### src/rtl/mem_port_arbiter_if.sv
// Bundle of the fetch port, data port and memory port signals seen by the arbiter.
// Valid/ready semantics on both CPU ports: a requester raises READ (or WRITE) with
// ADDRESS/WRITEDATA/FUNC3 stable and holds them while its BUSYWAIT is 1; the single
// cycle in which BUSYWAIT is 0 with the request still up is the acceptance cycle, and
// READDATA is valid in that cycle. Toward memory the arbiter holds M_READ/M_WRITE with
// stable address/data until it samples M_BUSYWAIT=0 after the first strobe cycle.
interface mem_port_arbiter_if;
    logic        I_READ;
    logic [31:0] I_ADDRESS;
    logic [31:0] I_READDATA;
    logic        I_BUSYWAIT;
    logic        D_READ;
    logic        D_WRITE;
    logic [2:0]  D_FUNC3;
    logic [31:0] D_ADDRESS;
    logic [31:0] D_WRITEDATA;
    logic [31:0] D_READDATA;
    logic        D_BUSYWAIT;
    logic        M_READ;
    logic        M_WRITE;
    logic [2:0]  M_FUNC3;
    logic [31:0] M_ADDRESS;
    logic [31:0] M_WRITEDATA;
    logic [31:0] M_READDATA;
    logic        M_BUSYWAIT;

    // Arbiter side.
    modport slave (
        input  I_READ, I_ADDRESS, D_READ, D_WRITE, D_FUNC3, D_ADDRESS, D_WRITEDATA,
               M_READDATA, M_BUSYWAIT,
        output I_READDATA, I_BUSYWAIT, D_READDATA, D_BUSYWAIT,
               M_READ, M_WRITE, M_FUNC3, M_ADDRESS, M_WRITEDATA
    );

    // CPU plus memory side.
    modport master (
        output I_READ, I_ADDRESS, D_READ, D_WRITE, D_FUNC3, D_ADDRESS, D_WRITEDATA,
               M_READDATA, M_BUSYWAIT,
        input  I_READDATA, I_BUSYWAIT, D_READDATA, D_BUSYWAIT,
               M_READ, M_WRITE, M_FUNC3, M_ADDRESS, M_WRITEDATA
    );
endinterface

### src/rtl/mem_port_arbiter.sv
// mem_port_arbiter: shares one single-ported memory between the instruction-fetch
// port (I) and the data port (D). D has priority; a saturating counter of D grants
// taken while I waits forces an I grant once it reaches MAX_IWAIT.
module mem_port_arbiter #(
    parameter int MAX_IWAIT = 4,
    parameter int CW        = 3
) (
    input  logic              CLK,
    input  logic              RESET,
    mem_port_arbiter_if.slave bus,
    output logic [1:0]        dbg_state_o,
    output logic [CW-1:0]     dbg_cnt_o
);
    localparam logic [1:0] IDLE  = 2'd0;
    localparam logic [1:0] GRANT = 2'd1;
    localparam logic [1:0] DONE  = 2'd2;

    localparam logic [CW-1:0] MAX_CNT = CW'(MAX_IWAIT);

    logic [1:0]    state_q, state_d;
    logic          owner_q, owner_d;     // 0 = I, 1 = D
    logic          first_q, first_d;     // first GRANT cycle: memory busy not yet visible
    logic [CW-1:0] cnt_q, cnt_d;
    logic          m_read_q, m_read_d;
    logic          m_write_q, m_write_d;
    logic [2:0]    m_func3_q, m_func3_d;
    logic [31:0]   m_addr_q, m_addr_d;
    logic [31:0]   m_wdata_q, m_wdata_d;
    logic [31:0]   i_rdata_q, i_rdata_d;
    logic [31:0]   d_rdata_q, d_rdata_d;

    logic i_req;
    logic d_req;
    logic i_forced;

    assign i_req    = bus.I_READ;
    assign d_req    = bus.D_READ | bus.D_WRITE;
    assign i_forced = i_req && (cnt_q == MAX_CNT);

    // Next-state: arbitration in IDLE, completion tracking in GRANT, one-cycle DONE.
    always_comb begin
        state_d   = state_q;
        owner_d   = owner_q;
        first_d   = first_q;
        cnt_d     = cnt_q;
        m_read_d  = m_read_q;
        m_write_d = m_write_q;
        m_func3_d = m_func3_q;
        m_addr_d  = m_addr_q;
        m_wdata_d = m_wdata_q;
        i_rdata_d = i_rdata_q;
        d_rdata_d = d_rdata_q;
        case (state_q)
            IDLE: begin
                if (d_req && !i_forced) begin
                    state_d   = GRANT;
                    owner_d   = 1'b1;
                    first_d   = 1'b1;
                    m_addr_d  = bus.D_ADDRESS;
                    m_wdata_d = bus.D_WRITEDATA;
                    m_func3_d = bus.D_FUNC3;
                    // A combined read+write request is served as a store.
                    m_write_d = bus.D_WRITE;
                    m_read_d  = !bus.D_WRITE;
                    if (i_req && (cnt_q < MAX_CNT)) begin
                        cnt_d = cnt_q + CW'(1);
                    end
                end else if (i_req) begin
                    state_d   = GRANT;
                    owner_d   = 1'b0;
                    first_d   = 1'b1;
                    m_addr_d  = bus.I_ADDRESS;
                    m_wdata_d = 32'h0;
                    m_func3_d = 3'b010;
                    m_write_d = 1'b0;
                    m_read_d  = 1'b1;
                    cnt_d     = '0;
                end
            end
            GRANT: begin
                if (first_q) begin
                    first_d = 1'b0;
                end else if (!bus.M_BUSYWAIT) begin
                    state_d   = DONE;
                    m_read_d  = 1'b0;
                    m_write_d = 1'b0;
                    if (m_read_q) begin
                        if (owner_q) begin
                            d_rdata_d = bus.M_READDATA;
                        end else begin
                            i_rdata_d = bus.M_READDATA;
                        end
                    end
                end
            end
            DONE: begin
                state_d = IDLE;
            end
            default: begin
                state_d = IDLE;
            end
        endcase
    end

    // State and registered memory-side/read-data outputs; async reset drops strobes at once.
    always_ff @(posedge CLK or negedge RESET) begin
        if (!RESET) begin
            state_q   <= IDLE;
            owner_q   <= 1'b0;
            first_q   <= 1'b0;
            cnt_q     <= '0;
            m_read_q  <= 1'b0;
            m_write_q <= 1'b0;
            m_func3_q <= 3'b000;
            m_addr_q  <= 32'h0;
            m_wdata_q <= 32'h0;
            i_rdata_q <= 32'h0;
            d_rdata_q <= 32'h0;
        end else begin
            state_q   <= state_d;
            owner_q   <= owner_d;
            first_q   <= first_d;
            cnt_q     <= cnt_d;
            m_read_q  <= m_read_d;
            m_write_q <= m_write_d;
            m_func3_q <= m_func3_d;
            m_addr_q  <= m_addr_d;
            m_wdata_q <= m_wdata_d;
            i_rdata_q <= i_rdata_d;
            d_rdata_q <= d_rdata_d;
        end
    end

    // Stall each requester unless it is the owner in the DONE cycle.
    always_comb begin
        bus.I_BUSYWAIT = i_req & !((state_q == DONE) & !owner_q);
        bus.D_BUSYWAIT = d_req & !((state_q == DONE) & owner_q);
    end

    assign bus.I_READDATA  = i_rdata_q;
    assign bus.D_READDATA  = d_rdata_q;
    assign bus.M_READ      = m_read_q;
    assign bus.M_WRITE     = m_write_q;
    assign bus.M_FUNC3     = m_func3_q;
    assign bus.M_ADDRESS   = m_addr_q;
    assign bus.M_WRITEDATA = m_wdata_q;
    assign dbg_state_o     = state_q;
    assign dbg_cnt_o       = cnt_q;
endmodule

### src/flat_wrapper.sv
// flat-port wrapper written by rule: the top's interface ports become plain ports
module mem_port_arbiter_flat 
#(
    parameter int MAX_IWAIT = 4,
    parameter int CW        = 3
)
  (CLK, RESET, dbg_state_o, dbg_cnt_o, bus_I_READ, bus_I_ADDRESS, bus_D_READ, bus_D_WRITE, bus_D_FUNC3, bus_D_ADDRESS, bus_D_WRITEDATA, bus_M_READDATA, bus_M_BUSYWAIT, bus_I_READDATA, bus_I_BUSYWAIT, bus_D_READDATA, bus_D_BUSYWAIT, bus_M_READ, bus_M_WRITE, bus_M_FUNC3, bus_M_ADDRESS, bus_M_WRITEDATA);
  mem_port_arbiter_if bus_i ();
  input  logic CLK;
  input  logic RESET;
  output logic [1:0] dbg_state_o;
  output logic [CW-1:0] dbg_cnt_o;
  input wire logic [$bits(bus_i.I_READ)-1:0] bus_I_READ;
  input wire logic [$bits(bus_i.I_ADDRESS)-1:0] bus_I_ADDRESS;
  input wire logic [$bits(bus_i.D_READ)-1:0] bus_D_READ;
  input wire logic [$bits(bus_i.D_WRITE)-1:0] bus_D_WRITE;
  input wire logic [$bits(bus_i.D_FUNC3)-1:0] bus_D_FUNC3;
  input wire logic [$bits(bus_i.D_ADDRESS)-1:0] bus_D_ADDRESS;
  input wire logic [$bits(bus_i.D_WRITEDATA)-1:0] bus_D_WRITEDATA;
  input wire logic [$bits(bus_i.M_READDATA)-1:0] bus_M_READDATA;
  input wire logic [$bits(bus_i.M_BUSYWAIT)-1:0] bus_M_BUSYWAIT;
  output wire logic [$bits(bus_i.I_READDATA)-1:0] bus_I_READDATA;
  output wire logic [$bits(bus_i.I_BUSYWAIT)-1:0] bus_I_BUSYWAIT;
  output wire logic [$bits(bus_i.D_READDATA)-1:0] bus_D_READDATA;
  output wire logic [$bits(bus_i.D_BUSYWAIT)-1:0] bus_D_BUSYWAIT;
  output wire logic [$bits(bus_i.M_READ)-1:0] bus_M_READ;
  output wire logic [$bits(bus_i.M_WRITE)-1:0] bus_M_WRITE;
  output wire logic [$bits(bus_i.M_FUNC3)-1:0] bus_M_FUNC3;
  output wire logic [$bits(bus_i.M_ADDRESS)-1:0] bus_M_ADDRESS;
  output wire logic [$bits(bus_i.M_WRITEDATA)-1:0] bus_M_WRITEDATA;
  assign bus_i.I_READ = bus_I_READ;
  assign bus_i.I_ADDRESS = bus_I_ADDRESS;
  assign bus_i.D_READ = bus_D_READ;
  assign bus_i.D_WRITE = bus_D_WRITE;
  assign bus_i.D_FUNC3 = bus_D_FUNC3;
  assign bus_i.D_ADDRESS = bus_D_ADDRESS;
  assign bus_i.D_WRITEDATA = bus_D_WRITEDATA;
  assign bus_i.M_READDATA = bus_M_READDATA;
  assign bus_i.M_BUSYWAIT = bus_M_BUSYWAIT;
  assign bus_I_READDATA = bus_i.I_READDATA;
  assign bus_I_BUSYWAIT = bus_i.I_BUSYWAIT;
  assign bus_D_READDATA = bus_i.D_READDATA;
  assign bus_D_BUSYWAIT = bus_i.D_BUSYWAIT;
  assign bus_M_READ = bus_i.M_READ;
  assign bus_M_WRITE = bus_i.M_WRITE;
  assign bus_M_FUNC3 = bus_i.M_FUNC3;
  assign bus_M_ADDRESS = bus_i.M_ADDRESS;
  assign bus_M_WRITEDATA = bus_i.M_WRITEDATA;
  mem_port_arbiter #(.MAX_IWAIT(MAX_IWAIT), .CW(CW)) u_core (.CLK(CLK), .RESET(RESET), .bus(bus_i), .dbg_state_o(dbg_state_o), .dbg_cnt_o(dbg_cnt_o));
endmodule
### config.mk
export PLATFORM = sky130hd
export DESIGN_NAME = mem_port_arbiter_flat
export DESIGN_NICKNAME = d
export VERILOG_FILES = /design/src/rtl/mem_port_arbiter_if.sv /design/src/rtl/mem_port_arbiter.sv /design/src/flat_wrapper.sv
export SDC_FILE = /design/constraint.sdc
export NUM_CORES = 1
export LEC_CHECK = 0
export CELL_PAD_IN_SITES_DETAIL_PLACEMENT = 1
export CELL_PAD_IN_SITES_GLOBAL_PLACEMENT = 1
export CORE_MARGIN = 1
export CORE_UTILIZATION = 30
export CTS_CLUSTER_SIZE = 12
export DETAILED_ROUTE_END_ITERATION = 12
export GPL_TIMING_DRIVEN = 1
export PLACE_DENSITY_LB_ADDON = 0.1
export SYNTH_ARGS = -nofsm -noshare
export SYNTH_HDL_FRONTEND = slang
export SYNTH_SLANG_ARGS = --single-unit
### constraint.sdc
create_clock -name CLK -period 3 [get_ports CLK]
set_input_delay 0.6 -clock CLK [delete_from_list [all_inputs] [get_ports CLK]]
set_output_delay 0.6 -clock CLK [all_outputs]
set_load 0.05 [all_outputs]
==> results.py, run 1 <==
metrics = {
    "global_route": {
        "grt_pass1_vias": 5316,
        "antenna_found_initial": 1,
        "grt_pass1_wl_um": 30000,
        "track_usage": 0.194,
        "grt_max_degree": 58,
        "grt.overflow.total": 0,
    },
    "sta": {
        "slew_viol_final": 0,
        "setup_tns_ps": 0,
        "finalCriticalPeriod_ps": 2380,
        "relSlewSlack": 0.525,
        "fmax_mhz": 419,
        "rsz0062_at_grt": "false",
        "final-hold-violation-count": 0,
        "finClkSkew_ps": 8.96,
        "finalSetupViolations": 0,
        "worst_pin_slew_ps": 712,
        "period_share": 0.795,
    },
    "floorplan": {
        "die_w_um": 142,
        "die_area_um2": 20300,
        "io_pins": 277,
        "fp.coreArea_um2": 19000,
        "rows": 50,
        "initial_utilization": 0.311,
        "die_y_um": 142,
    },
    "cells_and_area": {
        "regArea_um2": 3500,
        "final_common_cell": "clkdlybuf4s50_1",
        "drive_gt1_frac": 0.165,
        "multiInputGateArea_um2": 2190,
        "syn_to_final_growth_pct": 61.2,
        "mostFrequentLayoutCells": "clkdlybuf4s50_1, dfrtp_1, mux2_4",
        "antenna_cells": 0,
        "fill_cells": 2001,
        "nets": 855,
        "final-instance-count-excl-fill": 988,
        "design_area_um2": 9520,
    },
    "setup_path": {
        "timing.critical_path.max_delay_family": "buffers and inverters",
        "crit-reg2reg-launch": "u_core.dbg_state_o[1]",
        "r2r-end": "u_core.bus.D_READDATA[18]",
        "worst-path-buf-inv": 1,
        "slowest_delay_ps": 900,
        "critPathSlowestCell": "clkdlybuf4s50_1",
        "critPathLaunchType": "register",
        "endpoint_kind": "output pin",
        "critical_path_peak_fanout": 7,
        "reg2reg_depth": 5,
        "arrival_ps": 1780,
        "worstPathCellList": "clkdlybuf4s50_1",
        "reg2reg_slack_ps": 920,
        "cp.required_ps": 2400,
        "worstSetupPathType": "register to output pin",
    },
    "routing": {
        "drc": 0,
        "drtIter0Drc": 190,
        "drt_wl_total_um": 19000,
        "vias": 4747,
        "via_per_inst": 4.80,
        "ant_nets": 0,
        "wl_per_cell_um": 19.2,
        "drtPass1Iterations": 4,
    },
    "place": {
        "dp_cells": 957,
        "numPortBuffers": 276,
        "globalplace.congestion": 0.755,
        "place_area_um2": 8910,
        "hpwl_um": 13600,
    },
    "yosys": {
        "synth_top_area_share": 0.593,
        "syn-num-nets": 585,
        "seq_area_frac_synth": 0.593,
        "syn_area_per_cell_um2": 13.2,
        "syn_inst": 446,
        "ys_types": 31,
        "synth_top_area_cell": "dfrtp_1",
        "synth.ff_latch_count": 140,
        "syn_area_um2": 5910,
        "synthTopCellsByArea": "dfrtp_1, mux2_4, a22o_1",
        "yosys_warnings": 0,
    },
    "clocking": {
        "htree_levels": 4,
        "cts_max_path_buffers": 2,
        "cts_root_buf": "clkbuf_16",
        "ctsHoldBuffers": 0,
        "cts_resized": 0,
        "numCtsBuffers": 17,
        "clkSinkCount": 140,
        "clkLatencyLatePin_ps": 410,
        "cts_tree": "yes",
        "cts_setup_buffers": 0,
        "cts.clk_slew.worst_paths_ps": 60,
    },
    "pwr": {
        "vdd_drop_max_mv": 0.454,
        "leakage_nw": 4.18,
        "p_per_area_nw_per_um2": 1360,
    },
    "job": {
        "drv_cap": 0,
    },
    "status": {
        "status": "finished, final reports clean",
    },
    "worst_hold_path": {
        "hold_path_class": "primary input to async pin",
    },
}
## cell type report
type	count	share of cell area
clock buffers	21	0.0494
clock inverters	10	0.0146
inverters	6	0.00237
multi-input cells	262	0.230
flip-flops and latches	140	0.368
well taps	260	0.0342
repair buffers	289	0.301
## per-layer routing
metal | track usage | share of wire | vias to the layer above
met3 | 0.0663 | 0.074 | 30
met5 | 0 | 0.00069 | -
met4 | 0.0662 | 0.020 | 2
li1 | - | - | 2190
met1 | 0.239 | 0.42 | 2342
met2 | 0.316 | 0.48 | 183
## synthesized netlist by cell type
master / number
dfrtp_1: 140
mux2_4: 60
a22o_1: 35
a31oi_1: 34
nand3_1: 34
o21ai_0: 34
a21oi_1: 33
clkbuf_1: 26
buf_2: 6
buf_6: 6
inv_1: 5
mux2_2: 5
nand2_1: 5
nor2_1: 4
and3_1: 2
ha_1: 2
a21boi_0: 1
a21o_1: 1
a2bb2oi_1: 1
a31o_2: 1
and2_1: 1
inv_2: 1
nand2b_1: 1
nand3_4: 1
nand3b_4: 1
nor3_1: 1
o31a_1: 1
or2_2: 1
or3_1: 1
or3b_2: 1
or4b_4: 1
## through the flow
stage                     setup WS (ps)  total power [mW]  utilization  hold slack (ps)
after floorplan                     737              8.24            -              304
after global placement              437              10.7        0.468              486
after detailed placement            396              10.9        0.468              493
after CTS                           591              13.1        0.501              162
after global routing                549              13.6        0.501              167
final                               615              13.0        0.501              142
## worst max path at each step
stage                                           end  cells after the start             startpoint
final                                dbg_state_o[1]                      1  u_core.dbg_state_o[1]
after CTS                            dbg_state_o[1]                      1  u_core.dbg_state_o[1]
after detailed placement          u_core.bus.M_READ                      5             bus_I_READ
after global routing                 dbg_state_o[1]                      1  u_core.dbg_state_o[1]
after global placement    u_core.bus.I_READDATA[11]                      6         bus_M_BUSYWAIT
after floorplan                      bus_D_BUSYWAIT                      3            bus_D_WRITE
## registers in the layout, summed over array words and instances (netlist names)
name / count
u_core.bus.M_WRITE: 1
u_core.bus.D_READDATA: 32
u_core.dbg_cnt_o: 3
u_core.bus.M_ADDRESS: 32
u_core.owner_q: 1
u_core.bus.M_FUNC3: 3
u_core.first_q: 1
u_core.bus.I_READDATA: 32
u_core.bus.M_WRITEDATA: 32
u_core.bus.M_READ: 1
u_core.dbg_state_o: 2
## where the power goes
part / total [mW] / internal [mW] / switching [mW] / leakage, nW
Combinational: 7.41 / 2.75 / 4.65 / 2.21
Sequential: 3.40 / 2.82 / 0.586 / 1.69
Clock: 2.16 / 1.37 / 0.793 / 0.288
Total: 13.0 / 6.94 / 6.03 / 4.18
## logic make-up after synthesis
logic type | Yosys count | synth area share
and+or+nand+nor | 54 | 0.0519
DFF | 140 | 0.593
AOI/OAI and AO/OA | 141 | 0.152
muxes | 65 | 0.162
adders and majority gates | 2 | 0.00424
buffers and inverters | 44 | 0.0369
Power figures use the tool's default switching activity.
==> inputs of run 2 (changes only) <==
clock period = 2.2 ns   (was 3 ns; I/O delays follow)
==> results.py, run 2 (synthesized netlist as in run 1, its figures left out) <==
metrics = {
    "floorplan": {
        "initial_utilization": 0.311,
        "io_pins": 277,
        "rows": 50,
        "fp.coreArea_um2": 19000,
        "die_area_um2": 20300,
        "die_y_um": 142,
        "die_w_um": 142,
    },
    "setup_path": {
        "cp.required_ps": 1760,
        "worstSetupPathType": "register to output pin",
        "critPathSlowestCell": "clkdlybuf4s50_1",
        "reg2reg_slack_ps": 390,
        "worst-path-buf-inv": 1,
        "endpoint_kind": "output pin",
        "arrival_ps": 1670,
        "worstPathCellList": "clkdlybuf4s50_1",
        "cp_num_cells": 1,
        "r2r-end": "u_core.bus.I_READDATA[19]",
        "crit_start": "u_core.dbg_cnt_o[0]",
        "timing.critical_path.max_delay_family": "buffers and inverters",
        "reg2reg_depth": 5,
        "critical_path_peak_fanout": 4,
        "critPathLaunchType": "register",
        "crit-reg2reg-launch": "u_core.dbg_state_o[1]",
        "slowest_delay_ps": 850,
        "endpoint": "dbg_cnt_o[0]",
    },
    "sta": {
        "relSlewSlack": 0.620,
        "setup_tns_ps": 0,
        "finalSetupViolations": 0,
        "finClkSkew_ps": 9.40,
        "slew_viol_final": 0,
        "period_share": 0.960,
        "worst_pin_slew_ps": 568,
        "final-hold-violation-count": 0,
        "finalCriticalPeriod_ps": 2110,
        "fmax_mhz": 473,
        "rsz0062_at_grt": "false",
    },
    "pwr": {
        "p_clk_frac": 0.157,
        "p_per_area_nw_per_um2": 1830,
        "switching_share": 0.472,
        "p_seq_frac": 0.262,
        "p_comb_frac": 0.581,
        "internal-power_mw": 9.37,
        "switchingPower_mw": 8.38,
        "total_power_mw": 17.8,
        "vdd_drop_max_mv": 0.675,
        "leakage_nw": 4.29,
    },
    "status": {
        "status": "finished, final reports clean",
    },
    "cells_and_area": {
        "fill_cells": 2000,
        "mostFrequentLayoutCells": "clkdlybuf4s50_1, dfrtp_1, mux2_4",
        "syn_to_final_growth_pct": 64.3,
        "final_common_cell": "clkdlybuf4s50_1",
        "nets": 866,
        "drive_gt1_frac": 0.181,
        "antenna_cells": 0,
    },
    "global_route": {
        "antenna_found_initial": 0,
        "grt_pass1_wl_um": 30100,
        "grt_max_degree": 51,
        "grt_pass1_vias": 5175,
        "grt.overflow.total": 0,
        "track_usage": 0.196,
    },
    "worst_hold_path": {
        "hold_path_class": "register to register",
    },
    "clocking": {
        "cts.clk_slew.worst_paths_ps": 60,
        "cts_setup_buffers": 0,
        "cts_tree": "yes",
        "clkLatencyLatePin_ps": 420,
        "cts_max_path_buffers": 2,
        "numCtsBuffers": 17,
        "cts_root_buf": "clkbuf_16",
        "htree_levels": 4,
        "clkSinkCount": 140,
    },
    "routing": {
        "ant_nets": 0,
        "drtIter0Drc": 142,
        "drt_wl_total_um": 19200,
        "drtPass1Iterations": 4,
        "drc": 0,
        "vias": 4801,
        "wl_per_cell_um": 19.2,
        "via_per_inst": 4.80,
    },
    "place": {
        "globalplace.congestion": 0.781,
        "hpwl_um": 13500,
        "numPortBuffers": 276,
    },
    "job": {
        "drv_cap": 0,
    },
}
-- run 2: changes by cell type in the layout (fill, tap and decap cells not counted), moves of 2 or more --
| cell | change |
|---|---|
| buf_12 | +11 |
| buf_4 | +2 |
| bufinv_16 | -2 |
| clkbuf_8 | -2 |
| clkdlybuf4s50_1 | -4 |
| clkinv_2 | -2 |
| inv_6 | +4 |
-- run 2: worst min path at each step --
stage | from | endpoint | cells after the start
2_1_floorplan | RESET | u_core.bus.D_READDATA[0] | 0
5_1_grt | u_core.bus.M_WRITEDATA[24] | u_core.bus.M_WRITEDATA[24] | 1
4_1_cts | u_core.bus.M_WRITEDATA[16] | u_core.bus.M_WRITEDATA[16] | 1
3_3_place_gp | RESET | u_core.bus.I_READDATA[20] | 1
6_report | u_core.bus.M_WRITEDATA[16] | u_core.bus.M_WRITEDATA[16] | 1
3_5_place_dp | RESET | u_core.bus.D_READDATA[20] | 1
-- run 2: layer usage --
metal	vias to the layer above	wire length (um)	global-route usage
met5	-	0	0
met4	0	316	0.0656
met3	19	1530	0.0683
met2	189	9220	0.315
met1	2387	8110	0.244
li1	2206	-	-
-- run 2: area by class of cell --
class / count / area [um^2] / share of cell area
multi-input combinational: 262 / 2190 / 0.226
sequential: 140 / 3500 / 0.361
clock inverter: 13 / 131 / 0.0135
timing repair buffer: 300 / 3090 / 0.318
clock buffer: 19 / 443 / 0.0457
tap: 260 / 325 / 0.0335
inverter: 6 / 22.5 / 0.00232
-- run 2: power by group through the flow --
stage | Combinational, mW | Sequential [mW] | Clock [mW]
after global routing | 10.8 | 4.82 | 2.98
final | 10.3 | 4.64 | 2.79
after global placement | 10.2 | 4.61 | 0
after CTS | 10.4 | 4.66 | 2.87
after floorplan | 2.39 | 8.84 | 0
after detailed placement | 10.4 | 4.67 | 0
-- run 2: repair_timing --
item | CTS | global route
setup endpoints to repair | 0 | 1
hold buffers | 1 | 0
resized for setup | 0 | 1
hold endpoints to repair | 47 | 0
-- run 2: metrics by stage --
step	std cells	hold WS, ps	util	area, um^2	setup WS (ps)
5_1_grt	1000	520	0.510	9700	30.1
6_report	1000	505	0.510	9700	87.9
4_1_cts	1000	509	0.510	9700	31.3
2_1_floorplan	446	144	-	5910	150
3_5_place_dp	967	436	0.479	9110	-45.6
3_3_place_gp	967	422	0.479	9110	-10.8
